**src/rtl/clock_ui_ctrl.sv**
```systemverilog
// Front-panel UI controller for the digital clock: button presses -> mode FSM, cfg registers, strobes, buzzer arbitration.
// Latency: press acts at the first posedge it is seen (+2 posedges with CLK_UI_SYNC_EN defined); ring pulses act at the sampling posedge.
// Backpressure: none; buttons are levels, ring inputs are single-cycle pulses, strobes are fire-and-forget one-cycle pulses.
module clock_ui_ctrl #(
  parameter int RING_CYCLES = 60
) (
  input  logic       clk,
  input  logic       reset,
  input  logic       mode_btn,
  input  logic       add_hour,
  input  logic       add_minute,
  input  logic       set_timer_btn,
  input  logic       set_alarm_btn,
  input  logic       timer_done,
  input  logic       alarm_match,
  output logic [1:0] state,
  output logic [5:0] timer_min_cfg,
  output logic       timer_load,
  output logic [4:0] alarm_hr_cfg,
  output logic [5:0] alarm_min_cfg,
  output logic       alarm_load,
  output logic       time_inc_hr,
  output logic       time_inc_min,
  output logic       buzzer_out,
  output logic [1:0] buzzer_src
);

  typedef enum logic [1:0] {
    CLOCK     = 2'd0,
    TIMER_SET = 2'd1,
    ALARM_SET = 2'd2,
    TIME_SET  = 2'd3
  } mode_t;

  localparam int CW = (RING_CYCLES < 2) ? 1 : $clog2(RING_CYCLES + 1);

  // Button vector bit order: 4 mode, 3 set_timer, 2 set_alarm, 1 add_hour, 0 add_minute
  logic [4:0] btn_raw;
  logic [4:0] btn;
  logic [4:0] btn_prev;
  logic [4:0] press;

  assign btn_raw = {mode_btn, set_timer_btn, set_alarm_btn, add_hour, add_minute};

`ifdef CLK_UI_SYNC_EN
  logic [4:0] btn_sync1;
  logic [4:0] btn_sync2;

  // Two-flop synchronizer on the asynchronous front-panel buttons
  always_ff @(posedge clk or negedge reset) begin
    if (!reset) begin
      btn_sync1 <= '0;
      btn_sync2 <= '0;
    end else begin
      btn_sync1 <= btn_raw;
      btn_sync2 <= btn_sync1;
    end
  end

  assign btn = btn_sync2;
`else
  assign btn = btn_raw;
`endif

  // Previous button levels for rising-edge (press) detection
  always_ff @(posedge clk or negedge reset) begin
    if (!reset) btn_prev <= '0;
    else        btn_prev <= btn;
  end

  assign press = btn & ~btn_prev;

  mode_t         st;
  logic          timer_ringing;
  logic          alarm_ringing;
  logic [CW-1:0] ring_cnt;
  logic          ringing;
  logic          silence;
  logic          ring_evt;
  logic          expire;
  logic          ring_clr;

  assign ringing  = timer_ringing | alarm_ringing;
  assign silence  = press[4] & ringing;
  assign ring_evt = timer_done | alarm_match;
  assign expire   = ringing & (ring_cnt <= CW'(1));
  // A fresh ring event restarts the count, so expiry only clears when nothing new arrives
  assign ring_clr = silence | (expire & ~ring_evt);

  assign state      = st;
  assign buzzer_src = {alarm_ringing, timer_ringing};
  assign buzzer_out = ringing;

  // Mode FSM: one prioritized press per cycle drives state, cfg registers and strobes
  always_ff @(posedge clk or negedge reset) begin
    if (!reset) begin
      st            <= CLOCK;
      timer_min_cfg <= '0;
      alarm_hr_cfg  <= '0;
      alarm_min_cfg <= '0;
      timer_load    <= 1'b0;
      alarm_load    <= 1'b0;
      time_inc_hr   <= 1'b0;
      time_inc_min  <= 1'b0;
    end else begin
      timer_load   <= 1'b0;
      alarm_load   <= 1'b0;
      time_inc_hr  <= 1'b0;
      time_inc_min <= 1'b0;
      // Timer cfg is held through the load strobe cycle, then cleared
      if (timer_load) timer_min_cfg <= '0;

      if (press[4]) begin
        // A mode press while ringing only silences the buzzer
        if (!ringing) st <= mode_t'(st + 2'd1);
      end else if (press[3] | press[2]) begin
        if (st == TIMER_SET && press[3]) begin
          timer_load <= 1'b1;
          st         <= CLOCK;
        end else if (st == ALARM_SET && press[2]) begin
          alarm_load <= 1'b1;
          st         <= CLOCK;
        end
      end else if (press[1]) begin
        case (st)
          ALARM_SET: alarm_hr_cfg <= (alarm_hr_cfg == 5'd23) ? 5'd0 : alarm_hr_cfg + 5'd1;
          TIME_SET:  time_inc_hr  <= 1'b1;
          default:   ;
        endcase
      end else if (press[0]) begin
        case (st)
          TIMER_SET: timer_min_cfg <= (timer_min_cfg == 6'd59) ? 6'd0 : timer_min_cfg + 6'd1;
          ALARM_SET: alarm_min_cfg <= (alarm_min_cfg == 6'd59) ? 6'd0 : alarm_min_cfg + 6'd1;
          TIME_SET:  time_inc_min  <= 1'b1;
          default:   ;
        endcase
      end
    end
  end

  // Buzzer arbitration: ring flags plus auto-timeout counter
  always_ff @(posedge clk or negedge reset) begin
    if (!reset) begin
      timer_ringing <= 1'b0;
      alarm_ringing <= 1'b0;
      ring_cnt      <= '0;
    end else begin
      timer_ringing <= timer_done  | (timer_ringing & ~ring_clr);
      alarm_ringing <= alarm_match | (alarm_ringing & ~ring_clr);
      if (ring_evt)      ring_cnt <= CW'(RING_CYCLES);
      else if (ring_clr) ring_cnt <= '0;
      else if (ringing)  ring_cnt <= ring_cnt - CW'(1);
    end
  end

endmodule

```
**config.mk**
```make
export PLATFORM = sky130hd
export DESIGN_NAME = clock_ui_ctrl
export DESIGN_NICKNAME = d
export VERILOG_FILES = /design/src/rtl/clock_ui_ctrl.sv
export SDC_FILE = /design/constraint.sdc
export NUM_CORES = 1
export LEC_CHECK = 0
export CELL_PAD_IN_SITES_DETAIL_PLACEMENT = 1
export CELL_PAD_IN_SITES_GLOBAL_PLACEMENT = 1
export CORE_MARGIN = 5
export CORE_UTILIZATION = 36
export DETAILED_ROUTE_END_ITERATION = 6
export PLACE_DENSITY = 0.79
export SETUP_SLACK_MARGIN = 0.15
export SYNTH_ARGS = -nofsm -noshare
export SYNTH_HDL_FRONTEND = slang
export SYNTH_SLANG_ARGS = --single-unit
```
**constraint.sdc**
```tcl
create_clock -name clk -period 1.95 [get_ports clk]
set_clock_uncertainty 0.1 [all_clocks]
set_input_delay 0.39 -clock clk [delete_from_list [all_inputs] [get_ports clk]]
set_output_delay 0.39 -clock clk [all_outputs]
set_load 0.05 [all_outputs]
```
After elaboration in Yosys (flattened, before gate mapping). Cells that the tools add are included.

Input port bits: 9. Bits in registers: 36. Word-level logic and storage cells: 83. Output and inout bits: 26.

Reduce and logical (&&, ||, !) cells: 8. Bitwise operators: 18. Order comparisons: 1. Equality and inequality tests: 7. $add $sub $neg: 5. Mux-type cells: 32.

Operator list (count): $mux W6 (11); $mux W1 (15); $add A6 B1 Y6 const B (2); $eq A6 B6 Y1 const B (2); $mux W2 (5); $le A6 B1 Y1 const B (1); $or A1 B1 Y1 (6); $reduce_bool A3 Y1 (2); $sub A6 B1 Y6 const B (1); $add A5 B1 Y5 const B (1); $and A1 B1 Y1 (5); $and A5 B5 Y5 (1); $eq A5 B5 Y1 const B (1); $mux W5 (1); $not A1 Y1 (5); $not A5 Y5 (1); $reduce_and A5 Y1 (1); $eq A2 B2 Y1 const B (2); $reduce_and A4 Y1 (1); $reduce_and A3 Y1 (1); $add A2 B1 Y2 const B (1); $eq A2 B1 Y1 const B (1); $logic_and A1 B1 Y1 (2); $ne A2 B2 Y1 const B (1); $reduce_bool A2 Y1 (1).

Logic depth before layout (Yosys ltp). Gate-level depths: netlist of run 1.

Word-level depth: 7. Gate-level depth with buffers: 7. Mapped depth without buffers: 7.

Worst setup path before layout of run 1. Ideal clock, no wire load.

Kind: register to register. Start point: register timer_min_cfg[0]. End point: register timer_min_cfg[0]. Library setup time: 0.125 ns. Arrival: 1.697 ns. Path slack: 0.028 ns. Stages on the path, launching flop included: 6. Data required time: 1.725 ns. Clock period less this slack: 1.922 ns. Cells stage by stage: dfrtp_1 ha_1 nor2b_1 nand4_1 and2_1 mux2_2.

Cells in the longest elaborated chain, start to end: 7. Elaborated cells between the ends (all ways): 9.

RTL lines: from (decl) (RTL line 17) `output logic [5:0] timer_min_cfg,`; from (signal assigned) (RTL line 132) `TIMER_SET: timer_min_cfg <= (timer_min_cfg == 6'd59) ? 6'd0 : timer_min_cfg + 6'd1;`; $add A6 B1 Y6 / $eq A6 B6 Y1 (equally long branches) (RTL line 132); $mux W6 (RTL line 132); $mux W6 (RTL line 131) `case (st)`; $mux W6 (RTL line 130) `end else if (press[0]) begin`; $mux W6 (RTL line 124) `end else if (press[1]) begin`; $mux W6 (RTL line 116) `end else if (press[3] | press[2]) begin`; $mux W6 (*) (RTL line 113) `if (press[4]) begin`.

Every way passes the cells marked *; elsewhere a longest branch is shown, timed or not. A chain may end at the register's enable or synchronous reset.

Final worst setup path of run 1.
Start point: register ring_cnt[3]. End point: register ring_cnt[4].

Cells in the longest elaborated chain, start to end: 6. Elaborated cells between the ends (all ways): 9.

RTL lines: from (decl) (RTL line 76) `logic [CW-1:0] ring_cnt;`; from (signal assigned) (RTL line 150) `if (ring_evt) ring_cnt <= CW'(RING_CYCLES);`; from (signal assigned) (RTL line 152) `else if (ringing) ring_cnt <= ring_cnt - CW'(1);`; $le A6 B1 Y1 (RTL line 86) `assign expire = ringing & (ring_cnt <= CW'(1));`; $and A1 B1 Y1 (RTL line 86); $and A1 B1 Y1 (RTL line 88) `assign ring_clr = silence | (expire & ~ring_evt);`; $or A1 B1 Y1 (RTL line 88); $mux W6 (RTL line 151) `else if (ring_clr) ring_cnt <= '0;`; $mux W6 (RTL line 150).

Several ways; a longest one is shown, not always the timed one. The select of a mux whose other input is x is not followed.

==> out/metrics.csv, run 1 <==
metric,value,unit
setup_viol,0,
fmax,513,MHz
floorplan.die.height,81.0,µm
synth_compound_area_frac,0.148,
synth.net_count,190,
number_of_port_buffers,34,
grt_first_pass_wirelength,8.14,mm
start_kind,flip-flop,
layout.cells.non_filler,310,
post_synth_fa_ha_maj_area_fraction,0.0552,
grt_use_total,0.159,
numCtsBuffers,5,
criticalPathCategory,flip-flop to flip-flop,
yosys.area_share.simple,0.239,
run_status,"complete, no violations",
synthDistinctLibCells,44,
synth-xor-area-share,0.00483,
yosys_register_bits,36,
path_clk_slew,80,ps
setup-tns-final,0,ps
placement_rows,25,
least_margin_pin_slew,497,ps
switchingPower,565,µW
grt_start_max_net_pins,37,
place.detailed.instances,292,
layout.filler_cells,555,
power_frac_comb,0.208,
critPathCaptureType,flip-flop,
worst_slew_margin,0.670,
synth_largest_type_area_fraction,0.497,
dominant_combinational_cell_family_by_area_after_synthesis,simple AND/OR/NAND/NOR gates,
tritoncts,built,
worst_case_vdd_ir_drop,0.000414,V
wl,4.93,mm
power_frac_clock,0.347,
ioPinCount,35,
synth_cells,173,
syn_area,0.00181,mm²
worst_skew_pair_later_pin_latency,280,ps
clockBufferDepth,2,
final_core_util,0.545,
cpMaxStageDelayCell,or4_4,
worst-endpoint-arrival,2020,ps
timing.critical_path.max_delay_family,simple AND/OR/NAND/NOR gates,
ctsRootBufferMaster,clkbuf_8,
sw_frac_of_total,0.299,
post_drt_wl_per_cell,15.9,µm
worstPathCellList,or4_4 > o31a_4 > nand2_4 > nor2_2 > a221o_1,
die_w,81.0,µm
antenna-diode-count,0,
nets,259,
initial_core_util,0.377,
netlist.top_cell.by_area,dfrtp_1,
antenna_found_initial,0,
detail_route.vias_per_cell,5.15,
internal_power,1.33,mW
finalCriticalPeriod,1950,ps
grt.overflow.total,0,
rsz0062_at_grt,true,
sink_count_of_the_clock_tree,36,
required_time_at_the_endpoint_of_the_critical_path,2020,ps
cts.htree.levels,2,
worst-path-buf-inv,0,
power_per_cell_area,720,mW/mm²
syn_area_per_cell,10.5,µm²
die_area,0.00656,mm²
maxCapViolations,0,
hold_viol,0,
p_seq_frac,0.446,
final_layout_size_suffix_gt1_frac,0.399,
gp_routability_congestion,0.908,
fp.coreArea,0.00482,mm²
syn_to_final_growth,44.8,%
number_of_warning_messages_in_the_yosys_log,0,
drt_pre_antenna_iters,4,
drcViolationCount,0,
power.static_leakage,1.22,nW
place.detailed.hpwl,3.32,mm
cp_slowest_stage_delay,580,ps
first_global_vias,1747,
cts.hold.buffers_added,0,
ys_top_cells_by_area,"dfrtp_1, ha_1, o21ai_0",
timing.final.crit_share,0.999,
slew_viol_final,0,
dr_total_vias,1598,
crit_fanout,3,
drt_iter0_markers,56,
ys_seq_area_frac,0.497,
ant_nets,0,
class_of_the_tightest_hold_or_removal_check,input pin to flip-flop,
synth.area.mux_share,0.0303,
## path summary, 6_finish.rpt
| check | startpoint | endpoint | slack, ps | cells after the start |
|---|---|---|---|---|
| min in group asynchronous | reset | timer_min_cfg[5] | 430 | 2 |
| max reg2reg | ring_cnt[3] | ring_cnt[4] | 1 | 5 |
| max | ring_cnt[3] | ring_cnt[4] | 1 | 5 |
| min reg2reg | timer_ringing | timer_ringing | 420 | 1 |
| min | add_hour | btn_prev[1] | 150 | 1 |
| max in group asynchronous | reset | state[0] | 960 | 2 |
## per-stage QoR
step | power (mW) | hold WS (ps) | worst slack [ps] | area [µm²]
after detailed placement | 1.20 | 405 | -284 | 2320
after floorplan | 1.06 | -5.59 | 29.9 | 1820
after CTS | 1.89 | 261 | 20.5 | 2550
final | 1.89 | 152 | 1.35 | 2630
after global routing | 1.98 | 156 | -47.8 | 2630
after global placement | 1.19 | 410 | -247 | 2320
## metal layers
layer | wire (µm) | share of wire | vias up | global-route usage
met5 | 0 | 0 | - | 0
met4 | 57 | 0.012 | 0 | 0.0541
met3 | 246 | 0.050 | 7 | 0.0443
met2 | 2510 | 0.51 | 32 | 0.268
met1 | 2120 | 0.43 | 796 | 0.194
li1 | - | - | 763 | -
## Yosys cell counts (all sizes together)
master	number
dfrtp	36
nand3	13
o21ai	13
nand2	12
nor2	12
ha	8
nor2b	8
nor3	7
inv	6
a21o	5
a31oi	4
mux2	4
nand4	4
nor3b	4
o31ai	4
a211o	3
and3	3
buf	3
a21oi	2
a22o	2
nand2b	2
nand3b	2
o21bai	2
or2	2
or4	2
a221o	1
and2	1
clkbuf	1
mux2i	1
nand4b	1
o211ai	1
o31a	1
or2b	1
or3	1
xnor2	1
## power groups by stage
stage	logic (mW)	registers (mW)	clock network (mW)
6_report	0.392	0.843	0.655
2_1_floorplan	0.112	0.944	0
4_1_cts	0.375	0.842	0.669
3_5_place_dp	0.349	0.855	0
3_3_place_gp	0.339	0.852	0
5_1_grt	0.417	0.851	0.708
## repair_timing
| action | in CTS | in global routing |
|---|---|---|
| setup buffers | 7 | 3 |
| gates cloned | 0 | 0 |
| gates resized for setup | 20 | 17 |
| endpoints found under the setup margin | 18 | 21 |
| pin swaps | 5 | 5 |
## state kept, by name (all words and copies together), names as in the netlist
| register | cells |
|---|---|
| alarm_hr_cfg | 5 |
| alarm_min_cfg | 6 |
| alarm_ringing | 1 |
| timer_ringing | 1 |
| time_inc_hr | 1 |
| state | 2 |
| timer_load | 1 |
| btn_prev | 5 |
| time_inc_min | 1 |
| ring_cnt | 6 |
| alarm_load | 1 |
| timer_min_cfg | 6 |
## cell families after synthesis
group | count (synthesis)
xor gates and xnor gates | 1
muxes | 5
AOI/OAI and AO/OA | 38
DFF | 36
buffers and inverters | 10
adders and majority gates | 8
and+or+nand+nor | 75
## layout by cell type, fill, tap and decap left out, types with 3 or more instances in the layout
| master | n |
|---|---|
| nor2_1 | 10 |
| buf_6 | 3 |
| buf_4 | 53 |
| clkbuf_8 | 5 |
| a21o_1 | 3 |
| nor3b_1 | 3 |
| nand2_1 | 11 |
| inv_1 | 5 |
| nor2b_4 | 4 |
| a211o_1 | 3 |
| nand4_1 | 4 |
| mux2_2 | 4 |
| nor3_1 | 5 |
| dlygate4sd2_1 | 4 |
| o21ai_0 | 10 |
| nand3_1 | 10 |
| o21ai_1 | 3 |
| nor2b_1 | 3 |
| dfrtp_1 | 32 |
| dlymetal6s2s_1 | 3 |
| ha_1 | 8 |
| clkdlybuf4s50_1 | 3 |
| a31oi_1 | 3 |
| dfrtp_2 | 4 |
## final cells by class
type	instances	area [µm²]	area share
Clock inverter	2	35.0	0.0133
Multi-Input combinational cell	127	972	0.370
Timing Repair Buffer	66	534	0.203
Tap cell	67	83.8	0.0319
Sequential cell	36	906	0.345
Inverter	6	22.5	0.00858
Clock buffer	6	72.6	0.0276
## worst register-to-register path: cells and delay by family, from the launching register on
kind	cells	cell delay, ps
DFF	1	390
and+or+nand+nor	3	700
AOI/OAI and AO/OA	2	640
(Power assumes the default switching activity.)
==> inputs of run 2 (changes only) <==
Settings changed: GPL_ROUTABILITY_DRIVEN from default to 0.
Clock period 1.95 ns to 1.66 ns, I/O delays scaled along.
==> out/metrics.csv, run 2 (synthesis gave the netlist of run 1 again) <==
metric,value,unit,change
detail_route.vias_per_cell,5.36,,+4.0%
post_drt_wl_per_cell,20.6,µm,+30%
nets,278,,+7.3%
numCtsBuffers,5,,unchanged
setup_viol,11,,+11
most_frequent_cells_in_the_layout,"buf_4, buf_12, dfrtp_1",,
worst_case_vdd_ir_drop,0.000481,V,+16%
timing.rr.start,ring_cnt[3],,
fin_total_pwr,2.39,mW,+26%
initial_core_util,0.377,,unchanged
timing.hold.worst_endpoint,btn_prev[1],,
slew_viol_final,0,,unchanged
power.static_leakage,1.40,nW,+15%
crit_fanout,3,,unchanged
tritoncts,built,,
ctsRootBufferMaster,clkbuf_8,,
layout.cells.most_common,buf_4,,
criticalPathCategory,flip-flop to flip-flop,,
grt_first_pass_wirelength,10.2,mm,+25%
timing.final.crit_share,1.18,,+0.180
ant_nets,0,,unchanged
grt_use_total,0.210,,+0.0518
first_global_vias,1936,,+11%
drcViolationCount,0,,unchanged
place.detailed.instances,299,,+2.4%
least_margin_pin_slew,275,ps,-222 ps
rsz0062_at_grt,true,,
worst-endpoint-arrival,2050,ps,+30 ps
ioPinCount,35,,unchanged
finalCriticalPeriod,1960,ps,+8.64 ps
class_of_the_tightest_hold_or_removal_check,input pin to flip-flop,,
antenna-diode-count,0,,unchanged
required_time_at_the_endpoint_of_the_critical_path,1750,ps,-270 ps
reg2reg_slack,-300,ps,-300 ps
dr_total_vias,1764,,+10%
drt_iter0_markers,69,,+23%
area.sequential,917,µm²,+1.2%
fp.coreArea,0.00482,mm²,unchanged
die_area,0.00656,mm²,unchanged
sink_count_of_the_clock_tree,36,,unchanged
timing.critical_path.max_delay_family,simple AND/OR/NAND/NOR gates,,
antenna_found_initial,0,,unchanged
worst-path-buf-inv,0,,unchanged
setup_ws,-297,ps,-299 ps
combined_area_of_the_multi_input_logic_cells,0.00115,mm²,+18%
largest_registers_in_the_final_layout,"alarm_min_cfg (6), ring_cnt (6), timer_min_cfg (6)",,
maxCapViolations,0,,unchanged
worst_skew_pair_later_pin_latency,300,ps,+20 ps
clockBufferDepth,2,,unchanged
die_w,81.0,µm,unchanged
grt.overflow.total,0,,unchanged
wl,6.79,mm,+38%
hold_viol,0,,unchanged
hold_depth,1,,unchanged
path_clk_slew,80,ps,about the same
placement_rows,25,,unchanged
r2r-end,ring_cnt[4],,
violations,setup timing,,
fmax,511,MHz,-0.44%
worstPathCellList,or4_4 > o31a_4 > nand2_4 > nor2_4 > a221o_1,,
cpMaxStageDelayCell,or4_4,,
drt_pre_antenna_iters,4,,unchanged
worst_slew_margin,0.815,,+0.145
critPathCaptureType,flip-flop,,
cp_slowest_stage_delay,590,ps,about the same
run_status,"complete, but fails checks",,
cts.htree.levels,2,,unchanged
start_kind,flip-flop,,
layout.cells.non_filler,329,,+6.1%
grt_start_max_net_pins,37,,unchanged
syn_to_final_growth,83.5,%,
r2r.worst_path.cells,5,,unchanged
hp-start,add_hour,,
power_per_cell_area,717,mW/mm²,-0.42%
place.detailed.hpwl,3.72,mm,+12%
floorplan.die.height,81.0,µm,unchanged
number_of_port_buffers,34,,unchanged
final_layout_size_suffix_gt1_frac,0.565,,+0.166
layout.filler_cells,489,,-12%
==> run 2: cell types whose count changed in the layout (fill, tap and decap cells not counted), sizes merged <==
cell / change
buf: +21
clkdlybuf4s15: +1
bufinv: -1
dlymetal6s2s: -3
clkbuf: +2
clkinv: -1
==> run 2: layout make-up <==
cell class	instances	share of cell area
inverters	6	0.00676
flip-flops and latches	36	0.275
multi-input cells	127	0.346
clock buffers	8	0.0271
repair buffers	85	0.320
well taps	67	0.0252
==> run 2: power by group <==
group	total (mW)	internal (mW)	leakage [nW]	switching, mW
clock	0.683	0.339	0.0455	0.343
sequential	1.01	0.930	0.435	0.0780
combinational	0.696	0.358	0.917	0.338
==> run 2: repair_timing <==
item	in CTS	in global routing
endpoints found under the hold margin	0	0
pin swaps	11	14
cloned	1	0
buffers inserted	13	8
gates resized for setup	43	33
hold buffers	0	0
setup endpoints to repair	27	30
==> run 2: worst max-delay path by stage <==
stage | from | end | slack (ps) | cells after the start
final | ring_cnt[3] | ring_cnt[4] | -300 | 5
after global routing | ring_cnt[3] | ring_cnt[4] | -330 | 5
after CTS | ring_cnt[3] | ring_cnt[4] | -260 | 5
after detailed placement | alarm_match | ring_cnt[4] | -540 | 5
after global placement | alarm_match | ring_cnt[4] | -460 | 6
after floorplan | ring_cnt[3] | ring_cnt[4] | -260 | 5
==> run 2: metal layers <==
layer,global-route usage,routed length [µm],part of all wire,vias up
met2,0.412,3900,0.57,38
met5,0,0,0,-
li1,-,-,-,804
met4,0.0625,138,0.020,0
met3,0.0399,241,0.036,13
met1,0.225,2510,0.37,909
==> run 2: per-stage QoR <==
step	util	hold WS [ps]	instance area (µm²)	setup TNS, ps	setup WS, ps
after floorplan	-	-63.6	1940	-660	-260
after CTS	0.651	173	3140	-1600	-262
final	0.691	184	3330	-2030	-297
after detailed placement	0.582	449	2800	-9840	-541
after global placement	0.582	436	2800	-8680	-457
after global routing	0.691	180	3330	-2790	-335
